<file path="config.mk">
export PLATFORM = sky130hd
export DESIGN_NAME = alu_regfile_datapath
export DESIGN_NICKNAME = d
export VERILOG_FILES = /design/src/rtl/alu_regfile_datapath.sv
export SDC_FILE = /design/constraint.sdc
export NUM_CORES = 2
export LEC_CHECK = 0
export CORE_UTILIZATION = 35
export CTS_CLUSTER_DIAMETER = 50
export DETAILED_ROUTE_END_ITERATION = 8
export SYNTH_ARGS = -nofsm -noshare
export SYNTH_HDL_FRONTEND = slang
export SYNTH_SLANG_ARGS = --single-unit
</file>
<file path="constraint.sdc">
create_clock -name clk -period 17.85 [get_ports clk]
set_input_delay 1.785 -clock clk [delete_from_list [all_inputs] [get_ports clk]]
set_output_delay 1.785 -clock clk [all_outputs]
set_load 0.02 [all_outputs]
</file>
<file path="src/rtl/alu_regfile_datapath.sv">
// Execute-stage datapath slice: 32x32 register bank with two asynchronous read
// ports, an ALU fed by both ports, and a writeback mux in front of the write port.
module alu_regfile_datapath #(
  parameter int WIDTH = 32,
  parameter int NREGS = 32,
  parameter int AW    = 5
) (
  input  logic             clk,
  input  logic             reset,
  input  logic             write,
  input  logic [AW-1:0]    sr1,
  input  logic [AW-1:0]    sr2,
  input  logic [AW-1:0]    dr,
  input  logic [WIDTH-1:0] wrData,
  input  logic             sel,
  input  logic             en,
  input  logic [3:0]       mode,
  output logic [WIDTH-1:0] rData1,
  output logic [WIDTH-1:0] rData2,
  output logic [WIDTH-1:0] alu_out,
  output logic [WIDTH-1:0] wb_data,
  output logic             zero,
  output logic             sign,
  output logic             carry
);

  logic [WIDTH-1:0] regs [NREGS];
  logic [WIDTH-1:0] aluRes;
  logic             carryOut;
  logic [4:0]       shamt;

  // Register 0 is an ordinary register; reset takes priority over a same-edge write.
  always_ff @(posedge clk) begin
    if (reset) begin
      for (int i = 0; i < NREGS; i++) regs[i] <= '0;
    end else if (write) begin
      regs[dr] <= wb_data;
    end
  end

  // No write-through bypass: a write becomes visible only after the edge.
  assign rData1 = regs[sr1];
  assign rData2 = regs[sr2];

  assign shamt = rData2[4:0];

  always_comb begin
    aluRes   = '0;
    carryOut = 1'b0;
    if (en) begin
      case (mode)
        4'd0:    {carryOut, aluRes} = {1'b0, rData1} + {1'b0, rData2};
        // The extra top bit of the difference is set exactly when A < B, i.e. a borrow.
        4'd1:    {carryOut, aluRes} = {1'b0, rData1} - {1'b0, rData2};
        4'd2:    aluRes = (~rData2) + WIDTH'(1);
        4'd3:    aluRes = rData1 & rData2;
        4'd4:    aluRes = rData1 | rData2;
        4'd5:    aluRes = rData1 ^ rData2;
        4'd6:    aluRes = rData1 << shamt;
        4'd7:    aluRes = rData1 >> shamt;
        4'd8:    aluRes = $signed(rData1) >>> shamt;
        4'd9:    aluRes = {{(WIDTH-1){1'b0}}, ($signed(rData1) < $signed(rData2))};
        4'd10:   aluRes = {{(WIDTH-1){1'b0}}, (rData1 < rData2)};
        default: aluRes = '0;
      endcase
    end
  end

  assign alu_out = aluRes;
  assign carry   = carryOut;
  assign zero    = (aluRes == '0);
  assign sign    = aluRes[WIDTH-1];
  assign wb_data = sel ? wrData : aluRes;

endmodule

</file>
==> results.json <==
{
  "startpoint": "sr2[1]",
  "clk-insertion-delay-late_ps": 760,
  "cts_hold_buf": 0,
  "top_register": "regs",
  "drc": 0,
  "relSlewSlack": 0.08980,
  "place_congestion": 1.018,
  "slowest_delay_ps": 880,
  "grt_pass1_vias": 50455,
  "worstHoldPathType": "in -> reg",
  "leakage_nw": 26.23,
  "irDropWorstVdd_mv": 0.08171,
  "grt_start_max_net_pins": 119,
  "syn_area_per_cell_um2": 11.14,
  "pin_count": 187,
  "grt_pass1_wl_um": 404200,
  "cts_tree": "done",
  "largestRegisters": "regs: 1024 flops",
  "synth_fp_nets": 5762,
  "rsz0062_at_grt": "false",
  "synthCells": 5603,
  "synthFlopType": "edfxtp_1",
  "tightest_slew_ps": 1354,
  "ant_nets": 0,
  "start_util": 0.3534,
  "wl_per_cell_um": 36.75,
  "yosys.area.top_type_share": 0.4925,
  "via_per_inst": 6.602,
  "clock_sinks": 1024,
  "routed_wl_um": 294900,
  "h-tree-depth": 3,
  "port_buffers": 186,
  "slew_viol_final": 0,
  "r2r_cells": 22,
  "hold_depth": 4,
  "end_kind": "output pin",
  "path_max_fanout": 62,
  "fin_total_pwr_mw": 6.863,
  "die_w_um": 424.4,
  "drive_above_1_share": 0.1414,
  "antenna_found_initial": 6,
  "cts_buffers": 113,
  "synth_edf_count": 1024,
  "syn_area_mm2": 0.06243,
  "cts_resized": 0,
  "synth_async_sr_flop_share": 0,
  "required_ps": 16060,
  "ys_seq_elements": 1024,
  "final_nets": 5744,
  "synth_warnings": 0,
  "grt_remaining_overflow": 0,
  "fillers": 16709,
  "ys_seq_area_frac": 0.4925,
  "dr.pass1.iters": 6,
  "syn2layout_area_growth_pct": 13.28,
  "hold_viol": 0,
  "fp.coreArea_mm2": 0.1767,
  "largest_register_ffs": 1024,
  "die-area_mm2": 0.1801,
  "track_usage": 0.3184,
  "synth.distinct_cells": 104,
  "finClkSkew_ps": 46.46,
  "slowest_stage": "a2111oi_0",
  "period_needed_ps": 13480,
  "path_class": "in -> out",
  "drt_iter0_markers": 8926,
  "crit_top_cell": "buf_4",
  "synth.top_cells.by_area": "edfxtp_1 (49%), mux2i_1 (9.7%), mux4_2 (8.4%), nor2_1 (7.4%), a22oi_1 (3.4%)",
  "setup-tns-final_ps": 0,
  "path_clk_slew_ps": 60,
  "clockBufferDepth": 3,
  "clockRootBuffer": "clkbuf_16",
  "setup_viol": 0,
  "routed-via-count": 52978,
  "status": "complete, no violations",
  "fp.dieH_um": 424.4,
  "max_freq_ghz": 0.07418,
  "drv_cap": 0,
  "cp.arrival_ps": 11700,
  "startpoint_type": "primary input",
  "p_per_area_mw_per_mm2": 97.03,
  "cts_setup_buffers": 0,
  "synth_top_area_cell": "edfxtp_1",
  "dp_hpwl_um": 184800,
  "finalCritPeriodShare": 0.7552,
  "fp-row-count": 154,
  "hp-start": "sel",
  "r2r_start": "regs[12][1]"
}
stage by stage:
step	instance area (um^2)	hold slack, ps	instances	util	setup slack (ps)
final	70730	2045	8025	0.4003	4370
after global routing	70710	2071	8019	0.4002	4179
after CTS	70700	2014	8017	0.4001	4607
after detailed placement	67030	2060	7808	0.3794	4654
after global placement	67030	2051	7808	0.3794	4601
after floorplan	62430	1489	5603	-	7422
critical path: cells and delay by family:
family	cells	cell delay, ps
fa+ha+maj	1	360
buf+inv	9	3630
compound gates	10	3610
simple gates	6	1950
mux	1	110
layout make-up:
class	count	area, um^2	share of cell area
flip-flops and latches	1024	30750	0.4348
repair buffers	389	3433	0.04854
clock inverters	84	792.0	0.01120
diodes	6	15.01	0.0002123
well taps	2340	2928	0.04139
inverters	143	536.8	0.007589
multi-input cells	3914	29400	0.4157
clock buffers	125	2873	0.04062
Yosys cell counts, drive strengths merged, types with 14 or more instances:
master / number
buf: 177
o22ai: 87
o31ai: 22
or3: 16
a211oi: 88
nor2b: 17
ha: 101
nor2: 1227
o221ai: 14
xnor2: 48
a22oi: 282
nand2: 306
nand4: 19
nand2b: 47
o21ai: 85
a221oi: 43
nand3: 64
mux4: 255
o211ai: 22
a21o: 24
edfxtp: 1024
inv: 142
clkbuf: 345
nor3: 120
a31oi: 26
a21oi: 170
nor4: 14
mux2i: 605
where the power goes:
group          switching, mW  total, mW  internal [mW]
Combinational           1.20       1.73          0.530
Sequential            0.0520       2.78           2.73
Clock                   1.05       2.35           1.30
Total                   2.30       6.86           4.56
per-layer routing:
| metal | track usage | wire length [um] |
|---|---|---|
| met1 | 0.4102 | 108100 |
| met3 | 0.08634 | 39250 |
| met5 | 0 | 64 |
| met4 | 0.1901 | 20860 |
| met2 | 0.4779 | 126700 |
cells in the final DEF, fill, tap and decap left out, types with 12 or more instances in the layout:
cell / instances
nor2_1: 1221
edfxtp_1: 1024
mux2i_1: 580
a22oi_1: 278
nand2_1: 270
mux4_2: 233
buf_4: 199
clkdlybuf4s50_1: 178
a21oi_1: 164
inv_1: 134
clkbuf_16: 113
nor3_1: 104
ha_1: 101
a211oi_1: 88
o22ai_1: 87
o21ai_0: 72
nand3_1: 64
xnor2_1: 48
a221oi_1: 43
nand2_2: 35
nand2b_2: 34
a21o_1: 24
a31oi_1: 23
mux2i_4: 23
clkinv_2: 23
mux4_1: 22
o31ai_1: 22
o211ai_1: 22
clkinv_1: 21
nand4_1: 17
or3_1: 15
nor2b_1: 14
o221ai_1: 14
clkinvlp_4: 14
nand2b_1: 13
nor3_2: 13
o21ai_1: 13
clkbuf_1: 12
cell families (layout without fill, tap and decap cells):
logic type,after synthesis,after routing,share of synthesized area
flops,1024,1024,0.4925
fa+ha+maj,103,103,0.02088
other cells,0,6,0
mux,871,871,0.1923
buf+inv,665,741,0.04689
simple gates,1900,1900,0.1294
compound gates,988,988,0.1107
xor+xnor,52,52,0.007294
worst paths after layout:
kind / endpoint / slack, ps
min reg2reg: regs[16][26] / 2090
max: wb_data[0] / 4370
min: regs[16][6] / 2040
max reg2reg: regs[12][0] / 9850
No activity file was read; power rests on OpenSTA's default activity.
